--- config.mk ---
export PLATFORM = sky130hd
export DESIGN_NAME = fighter_anim_controller
export DESIGN_NICKNAME = d
export VERILOG_FILES = /design/src/rtl/fighter_pkg.sv /design/src/rtl/anim_hold_counter.sv /design/src/rtl/fighter_anim_controller.sv
export SDC_FILE = /design/constraint.sdc
export NUM_CORES = 1
export LEC_CHECK = 0
export BUFFER_PORTS_ARGS = -buffer_cell sky130_fd_sc_hd__buf_2
export CAP_MARGIN = 20
export CORE_MARGIN = 10
export CORE_UTILIZATION = 45
export CTS_BUF_LIST = sky130_fd_sc_hd__clkbuf_8
export DETAILED_ROUTE_END_ITERATION = 8
export PLACE_DENSITY = 0.72
export SLEW_MARGIN = 10
export SYNTH_ARGS = -nofsm -noshare
export SYNTH_HDL_FRONTEND = slang
export SYNTH_SLANG_ARGS = --single-unit
--- constraint.sdc ---
create_clock -name vga_clk -period 3.5 [get_ports vga_clk]
set_clock_uncertainty 0.1 [all_clocks]
set_input_delay 0.35 -clock vga_clk [delete_from_list [all_inputs] [get_ports vga_clk]]
set_output_delay 0.35 -clock vga_clk [all_outputs]
set_load 0.01 [all_outputs]
--- src/rtl/fighter_pkg.sv ---
// rtl/fighter_pkg.sv - shared action/state types and attack frame constants for the fighter animator
package fighter_pkg;

  typedef enum logic [2:0] {
    ACT_IDLE        = 3'd0,
    ACT_WALK        = 3'd1,
    ACT_CROUCH      = 3'd2,
    ACT_PUNCH       = 3'd3,
    ACT_KICK        = 3'd4,
    ACT_CROUCHPUNCH = 3'd5
  } action_t;

  typedef enum logic [1:0] {
    ST_POSE,
    ST_WINDUP,
    ST_ACTIVE,
    ST_RECOVER
  } anim_state_t;

  localparam int ATTACK_FRAMES = 3;
  localparam logic [1:0] FRAME_WINDUP  = 2'd0;
  localparam logic [1:0] FRAME_ACTIVE  = 2'd1;
  localparam logic [1:0] FRAME_RECOVER = 2'(ATTACK_FRAMES - 1);

  function automatic logic is_attack(input action_t a);
    return (a == ACT_PUNCH) || (a == ACT_KICK) || (a == ACT_CROUCHPUNCH);
  endfunction

  // Codes 6 and 7 have no sprite ROM behind them, so they fall back to idle.
  function automatic action_t decode_action(input logic [2:0] code);
    return (code > 3'd5) ? ACT_IDLE : action_t'(code);
  endfunction

  function automatic action_t return_pose(input action_t a);
    return (a == ACT_CROUCHPUNCH) ? ACT_CROUCH : ACT_IDLE;
  endfunction

endpackage

--- src/rtl/anim_hold_counter.sv ---
// rtl/anim_hold_counter.sv - divides frame_tick by HOLD_TICKS; expire pulses on the last tick of a frame
module anim_hold_counter #(
  parameter int HOLD_TICKS = 6
) (
  input  logic clk,
  input  logic reset,
  input  logic clear,
  input  logic tick,
  output logic expire
);

  localparam logic [5:0] LAST = 6'(HOLD_TICKS - 1);

  logic [5:0] count;

  assign expire = tick && (count == LAST);

  always_ff @(posedge clk) begin
    if (reset) begin
      count <= 6'd0;
    end else if (clear) begin
      count <= 6'd0;
    end else if (tick) begin
      count <= expire ? 6'd0 : count + 6'd1;
    end
  end

endmodule

--- src/rtl/fighter_anim_controller.sv ---
// rtl/fighter_anim_controller.sv - per-fighter sprite/frame sequencer
// Optional ANIM_ATTACK_CANCEL_EN: accept requests during RECOVER (attack cancel / return-pose override).
module fighter_anim_controller
  import fighter_pkg::*;
#(
  parameter int HOLD_TICKS  = 6,
  parameter int WALK_FRAMES = 4
) (
  input  logic       vga_clk,
  input  logic       reset,
  input  logic       frame_tick,
  input  logic       act_valid,
  output logic       act_ready,
  input  logic [2:0] act_code,
  input  logic       facing_left,
  output logic [2:0] sprite_sel,
  output logic [1:0] frame_idx,
  output logic       mirror,
  output logic       busy,
  output logic       hit_active
);

  localparam logic [1:0] WALK_LAST = 2'(WALK_FRAMES - 1);

  anim_state_t state, state_n;
  action_t     sprite, sprite_n, pending, pending_n, eff;
  logic [1:0]  frame, frame_n;
  logic        mirror_q, mirror_n;
  logic        accept, expire, clear;

  anim_hold_counter #(.HOLD_TICKS(HOLD_TICKS)) u_hold (
    .clk    (vga_clk),
    .reset  (reset),
    .clear  (clear),
    .tick   (frame_tick),
    .expire (expire)
  );

`ifdef ANIM_ATTACK_CANCEL_EN
  assign act_ready = !reset && ((state == ST_POSE) || (state == ST_RECOVER));
`else
  assign act_ready = !reset && (state == ST_POSE);
`endif

  assign accept = act_valid && act_ready;
  // A request arriving on the tick cycle itself is applied on that tick.
  assign eff    = accept ? decode_action(act_code) : pending;

  always_comb begin
    state_n   = state;
    sprite_n  = sprite;
    frame_n   = frame;
    mirror_n  = mirror_q;
    pending_n = eff;
    if (frame_tick) begin
      case (state)
        ST_POSE: begin
          mirror_n = facing_left;
          if (is_attack(eff)) begin
            state_n   = ST_WINDUP;
            sprite_n  = eff;
            frame_n   = FRAME_WINDUP;
            pending_n = return_pose(eff);
          end else if (eff != sprite) begin
            sprite_n = eff;
            frame_n  = 2'd0;
          end else if (sprite == ACT_WALK && expire) begin
            frame_n = (frame == WALK_LAST) ? 2'd0 : frame + 2'd1;
          end
        end
        ST_WINDUP: begin
          if (expire) begin
            state_n = ST_ACTIVE;
            frame_n = FRAME_ACTIVE;
          end
        end
        ST_ACTIVE: begin
          if (expire) begin
            state_n = ST_RECOVER;
            frame_n = FRAME_RECOVER;
          end
        end
        ST_RECOVER: begin
`ifdef ANIM_ATTACK_CANCEL_EN
          if (is_attack(eff)) begin
            state_n   = ST_WINDUP;
            sprite_n  = eff;
            frame_n   = FRAME_WINDUP;
            mirror_n  = facing_left;
            pending_n = return_pose(eff);
          end else
`endif
          if (expire) begin
            // pending already holds the return pose chosen at attack entry
            state_n  = ST_POSE;
            sprite_n = eff;
            frame_n  = 2'd0;
          end
        end
        default: state_n = ST_POSE;
      endcase
    end
  end

  assign clear = frame_tick && ((state_n != state) || (sprite_n != sprite));

  always_ff @(posedge vga_clk) begin
    if (reset) begin
      state    <= ST_POSE;
      sprite   <= ACT_IDLE;
      pending  <= ACT_IDLE;
      frame    <= 2'd0;
      mirror_q <= 1'b0;
    end else begin
      state    <= state_n;
      sprite   <= sprite_n;
      pending  <= pending_n;
      frame    <= frame_n;
      mirror_q <= mirror_n;
    end
  end

  assign sprite_sel = sprite;
  assign frame_idx  = frame;
  assign mirror     = mirror_q;
  assign busy       = (state != ST_POSE);
  assign hit_active = (state == ST_ACTIVE);

endmodule
== After elaboration in Yosys (flattened, before gate mapping) ==
Index checks and enable logic that the tools add are counted.

* Bits in registers: 17
* Latch bits: 0
* Bits in writable memories: 0
* Memory bits (read-only): 0
* Input port bits: 8
* Output and inout bits: 9
* Logic and storage cells: 65
* Memories kept: 0

* $add $sub $neg: 2
* Multipliers: 0
* Divide/modulo/power cells: 0
* Magnitude comparators: 1
* Eq/ne operators: 16
* Shift operators: 0
* Mux-type cells: 26
* Bitwise gates (word level): 0
* Reductions and logical operators: 14

{| class="wikitable"
|+ Operator list
! operator !! number
|-
| two-way mux 3 bit || 9
|-
| two-way mux 2 bit || 13
|-
| one-hot mux 2 bit (4 select lines) || 2
|-
| adder 6 x 1 -> 6 bit (second input constant) || 1
|-
| equality test 2 bit (second input constant) || 3
|-
| equality test 3 bit (second input constant) || 2
|-
| equality test 6 x 3 -> 1 bit (second input constant) || 1
|-
| two-way mux 6 bit || 1
|-
| != test 3 bit || 2
|-
| one-hot mux 3 bit (2 select lines) || 1
|-
| logical AND 1 bit || 5
|-
| AND reduction 5 bit || 1
|-
| != test 2 bit (second input constant) || 2
|-
| != test 4 x 1 -> 1 bit (second input constant) || 1
|-
| equality test 3 x 1 -> 1 bit (second input constant) || 1
|-
| equality test 3 x 2 -> 1 bit (second input constant) || 1
|-
| > comparator 3 bit (second input constant) || 1
|-
| logical OR 1 bit || 3
|-
| adder 2 x 1 -> 2 bit (second input constant) || 1
|-
| equality test 2 x 1 -> 1 bit (second input constant) || 1
|-
| zero test 2 bit || 1
|-
| != test 2 x 1 -> 1 bit (second input constant) || 1
|-
| != test 2 bit || 1
|-
| AND reduction 2 bit || 1
|-
| other kinds (3) || 3
|}

== Depth between registers and ports, before layout ==
* Word-level depth: 14
* Depth in mapped cells: 10

== Modules after synthesis ==
A second synthesis with hierarchy kept.

* Cell total of the unflattened synthesis: 167
* Area, all modules: 1322.5 µm²

{| class="wikitable"
|+ By module, submodules not included
! module !! instances !! cells each !! area each (µm²) !! seq. area each (µm²)
|-
| fighter_anim_controller || 1 || 134 || 1013.5 || 220.2
|-
| anim_hold_counter || 1 || 33 || 309.0 || 120.1
|}

== Least setup slack after synthesis ==
Ideal clock, no wire load.

* Path kind: register to register
* Start: register state[1]
* End: register u_hold.count[1]
* Setup time: 0.088 ns
* Data arrival time: 2.446 ns
* Required time: 3.312 ns
* Setup slack: 0.866 ns
* Stages on the path, launching flop included: 11
* Buffers on the path: 1
* Period minus slack after synthesis: 2.634 ns
* Cell sequence: dfxtp_1 -> inv_1 -> ha_1 -> buf_4 -> nand3b_4 -> mux2i_4 -> o22ai_1 -> a221o_1 -> nor4_4 -> nand2_2 -> o32ai_2

* Cells in the longest elaborated chain, start to end: 14
* Elaborated cells between the ends (all ways): 29
* Those cells by class: 9 x eq/ne; 12 x mux; 8 x reduce/logical

{| class="wikitable"
|+ Ends and longest elaborated chain
! element !! RTL line !! source
|-
| from (decl) || fighter_anim_controller.sv:25 || <nowiki>anim_state_t state, state_n;</nowiki>
|-
| from (signal assigned) || fighter_anim_controller.sv:115 || <nowiki>state <= state_n;</nowiki>
|-
| zero test 2 bit || fighter_anim_controller.sv:42, fighter_anim_controller.sv:56 ||
|-
| logical AND 1 bit || fighter_anim_controller.sv:42 || <nowiki>assign act_ready = !reset && (state == ST_POSE);</nowiki>
|-
| logical AND 1 bit || fighter_anim_controller.sv:45 || <nowiki>assign accept = act_valid && act_ready;</nowiki>
|-
| two-way mux 3 bit || fighter_anim_controller.sv:47 || <nowiki>assign eff = accept ? decode_action(act_code) : pending;</nowiki>
|-
| equality test 3 x 2 -> 1 bit or equality test 3 bit (tied branches) || fighter_pkg.sv:26 || <nowiki>return (a == ACT_PUNCH) || (a == ACT_KICK) || (a == ACT_CROUCHPUNCH);</nowiki>
|-
| logical OR 1 bit (2 in series) || fighter_pkg.sv:26 ||
|-
| two-way mux 2 bit or two-way mux 3 bit (tied branches) || fighter_anim_controller.sv:59 || <nowiki>if (is_attack(eff)) begin</nowiki>
|-
| one-hot mux 2 bit (4 select lines) or one-hot mux 3 bit (2 select lines) (tied branches) || fighter_anim_controller.sv:56 || <nowiki>case (state)</nowiki>
|-
| two-way mux 2 bit or two-way mux 3 bit (tied branches) || fighter_anim_controller.sv:55 || <nowiki>if (frame_tick) begin</nowiki>
|-
| != test 2 bit or != test 3 bit (tied branches) || fighter_anim_controller.sv:105 || <nowiki>assign clear = frame_tick && ((state_n != state) || (sprite_n != sprite));</nowiki>
|-
| logical OR 1 bit * || fighter_anim_controller.sv:105 ||
|-
| logical AND 1 bit * || fighter_anim_controller.sv:105 ||
|-
| OR reduction 2 bit (no line) * || - ||
|-
| to (signal assigned) || anim_hold_counter.sv:24 || <nowiki>count <= expire ? 6'd0 : count + 6'd1;</nowiki>
|-
| to (decl) || anim_hold_counter.sv:14 || <nowiki>logic [5:0] count;</nowiki>
|}

Every way passes the cells marked *; elsewhere a longest branch is shown, timed or not.
A chain may end at the register's enable or synchronous reset.

== Worst setup path after layout ==
Same ends and word-level chain as after synthesis.

==> flow_summary.json <==
{
  "synth_top_area_cell": "sky130_fd_sc_hd__dfxtp_1",
  "busiest_layer": "met2",
  "crit_required_ns": 3.57,
  "slowest_stage": "sky130_fd_sc_hd__dfxtp_1",
  "static-leakage-power_uw": 0.000621,
  "drt_iter0_drc": 73,
  "crit-reg2reg-launch": "state[1]",
  "irDropWorstVdd_v": 0.000186,
  "min_path_type": "input pin to register",
  "crit_start": "state[1]",
  "placed_area_um2": 1460,
  "post_synth_instance_area_um2": 1370,
  "cts_buffers": 3,
  "fill_cells": 283,
  "mapped_nets": 186,
  "clkSlewWorstSetupHoldPaths_ns": 0.07,
  "netlist-cell-type-count": 52,
  "post-route-min-period_ns": 2.96,
  "seq_power_share_pct": 35.2,
  "worst_ep_arrival_time_ns": 3.04,
  "yosys_register_bits": 17,
  "synthCells": 170,
  "met2_usage_pct": 24.1,
  "whs_path_depth": 3,
  "slew_violations": 0,
  "internal-power_uw": 403,
  "clock_power_share_pct": 23.4,
  "seq_area_frac_synth_pct": 24.8,
  "power.combinational.fraction_pct": 41.3,
  "cts_tree": "done",
  "core_area_um2": 2830,
  "worst-r2r-cell-count": 9,
  "route.antenna.remaining_nets": 0,
  "die_area_um2": 5650,
  "maxCapViolations": 0,
  "wire_length_of_the_first_global_routing_pass_um": 6060,
  "biggest_area_contributors_in_the_synthesized_netlist": "sky130_fd_sc_hd__dfxtp_1, sky130_fd_sc_hd__ha_1, sky130_fd_sc_hd__nor2_1",
  "synth.top_cell.area_share_pct": 24.8,
  "synth-edff-count": 0,
  "design.final.nets": 200,
  "timing.final.setup_violations": 0,
  "cts.repair.resized": 0,
  "slew_headroom_pct": 64.7,
  "report.power.total_uw": 658,
  "grt_remaining_overflow": 0,
  "cp_slowest_stage_delay_ns": 0.49,
  "max_freq_ghz": 0.337,
  "power_density_nw_per_um2": 436,
  "global_routing_usage_summed_across_all_routing_layers_pct": 13.8,
  "clockRootBuffer": "sky130_fd_sc_hd__clkbuf_8",
  "drcViolationCount": 0,
  "synth-warning-count": 0,
  "firstDrtPassIters": 4,
  "end_kind": "register",
  "rows": 19,
  "initial_utilization_pct": 48.4,
  "die_w_um": 75.2,
  "via_count_of_the_first_global_routing_pass": 1270,
  "outcome": "finished, final reports clean",
  "buffer_ports.inserted": 16,
  "synthFlopType": "sky130_fd_sc_hd__dfxtp_1",
  "drive_above_1_share_pct": 16.4,
  "fp.dieH_um": 75.2,
  "syn_to_final_growth_pct": 10.1,
  "worstMarginPinSlew_ns": 0.524,
  "post_cts_hold_buffer_count": 0,
  "hold_path_startpoint": "facing_left",
  "finalWirelength_um": 3630,
  "clock_path_buffers": 2,
  "path_max_fanout": 9,
  "postCtsSetupBuffers": 0,
  "p_switching_uw": 255,
  "syn_area_per_cell_um2": 8.06,
  "avg_vias_per_cell": 6.34,
  "diodes_inserted": 0,
  "grt_antenna_before_repair": 0,
  "chain_of_cells_forming_the_critical_path": "inv_1 > ha_1 > nand3b_4 > mux2i_4 > o22ai_1 > a221o_1 > nor4_4 > nand2_2 > o32ai_2",
  "fin_tns_setup_ns": 0,
  "place_hpwl_um": 2770,
  "clock_latency_ns": 0.26,
  "globalplace.congestion": 0.847,
  "route.vias.total": 1357,
  "final_design_area_no_fill_um2": 1510,
  "switching_part_of_the_total_pct": 38.8,
  "met3_usage_pct": 3.29,
  "seqCellArea_um2": 340,
  "total_count_of_hold_check_failures_in_the_final_report": 0,
  "worstSetupStartpointType": "register",
  "path_class": "register to register",
  "synth_async_sr_flop_share_pct": 0,
  "grt_setup_unrepaired": "no",
  "boundaryPins": 17,
  "grt_max_degree": 18,
  "post_drt_wl_per_cell_um": 16.9,
  "global_route.usage.met1_pct": 15.2,
  "multi_input_comb_area_um2": 955,
  "cts_max_level": 1,
  "fin_crit_sh_pct": 84.7,
  "cts_sinks": 17
}
cells in the mapped netlist (2+ instances only):
library cell and count:
sky130_fd_sc_hd__a221oi_1 2, sky130_fd_sc_hd__and4b_1 2, sky130_fd_sc_hd__nor3_1 7, sky130_fd_sc_hd__dfxtp_1 17
sky130_fd_sc_hd__mux2i_1 3, sky130_fd_sc_hd__o31ai_1 3, sky130_fd_sc_hd__a21oi_1 8, sky130_fd_sc_hd__clkbuf_1 7
sky130_fd_sc_hd__nand4b_1 2, sky130_fd_sc_hd__and2_1 4, sky130_fd_sc_hd__inv_1 11, sky130_fd_sc_hd__o21ai_0 6
sky130_fd_sc_hd__o22ai_1 2, sky130_fd_sc_hd__nor2_1 16, sky130_fd_sc_hd__a21o_1 2, sky130_fd_sc_hd__ha_1 8
sky130_fd_sc_hd__nand2_1 13, sky130_fd_sc_hd__a31oi_1 4, sky130_fd_sc_hd__o21ai_1 2, sky130_fd_sc_hd__a221o_1 2
sky130_fd_sc_hd__nand3_1 6, sky130_fd_sc_hd__a311oi_1 4, sky130_fd_sc_hd__nor2b_1 5, sky130_fd_sc_hd__and3_1 2
sky130_fd_sc_hd__nand4_1 3, sky130_fd_sc_hd__a21boi_1 2, sky130_fd_sc_hd__nand2b_1 2
worst max-delay path, delay by kind of cell (launching register included):
family / cells / cell delay [ns]
adders and majority gates: 1 / 0.33
muxes: 1 / 0.31
AOI/OAI and AO/OA: 3 / 0.74
buffers and inverters: 1 / 0.16
DFF: 1 / 0.49
and+or+nand+nor: 3 / 0.74
power by group through the flow:
| stage | Sequential [µW] | Clock, µW | Combinational, µW |
|---|---|---|---|
| 3_5_place_dp | 236 | 0 | 270 |
| 3_3_place_gp | 235 | 0 | 260 |
| 4_1_cts | 232 | 158 | 271 |
| 5_1_grt | 235 | 168 | 302 |
| 2_1_floorplan | 235 | 0 | 204 |
| 6_report | 232 | 154 | 272 |
routing by layer:
| metal | vias up | routed length [µm] |
|---|---|---|
| li1 | 666 | - |
| met1 | 646 | 1580 |
| met2 | 37 | 1730 |
| met3 | 8 | 238 |
| met4 | 0 | 75 |
| met5 | - | 0 |
state kept, by name, indices dropped and copies added, names as in the netlist:
| signal | flops |
|---|---|
| u_hold.count | 6 |
| mirror | 1 |
| frame_idx | 2 |
| pending | 3 |
| state | 2 |
| sprite_sel | 3 |
layout make-up:
cell class	count	area share, %
clock inverter	1	0.332
timing repair buffer	17	5.80
inverter	11	2.74
sequential	17	22.6
multi-input combinational	134	63.3
clock buffer	3	2.74
tap	31	2.57
metrics by stage:
step	cells	util, %	worst slack, ns	hold slack, ns
3_5_place_dp	210	51.7	0.576	0.348
6_report	214	53.3	0.535	0.224
3_3_place_gp	210	51.7	0.722	0.339
2_1_floorplan	170	-	0.866	0.328
5_1_grt	214	53.3	0.303	0.260
4_1_cts	214	53.3	0.568	0.223
cells by family after synthesis:
group	after synthesis	share of synthesized area [%]
simple gates	67	27.5
compound gates	53	29.6
buf+inv	19	5.48
flops	17	24.8
fa+ha+maj	8	7.31
mux	5	4.66
xor+xnor	1	0.639
placed cells by master, fill, tap and decap left out, types with 4 or more instances in the layout:
master,n
sky130_fd_sc_hd__nor2b_1,5
sky130_fd_sc_hd__dfxtp_1,17
sky130_fd_sc_hd__nand2_1,13
sky130_fd_sc_hd__a21oi_1,8
sky130_fd_sc_hd__and2_1,4
sky130_fd_sc_hd__buf_2,16
sky130_fd_sc_hd__inv_1,11
sky130_fd_sc_hd__a31oi_1,4
sky130_fd_sc_hd__o21ai_0,6
sky130_fd_sc_hd__ha_1,8
sky130_fd_sc_hd__nor2_1,16
sky130_fd_sc_hd__nand3_1,6
sky130_fd_sc_hd__a311oi_1,4
sky130_fd_sc_hd__nor3_1,7
final timing paths:
path	slack [ns]	end
setup / recovery	0.54	u_hold.count[1]
hold reg to reg	0.36	mirror
setup reg to reg	0.54	u_hold.count[1]
hold / removal	0.22	mirror
No activity file was read; power rests on OpenSTA's default activity.
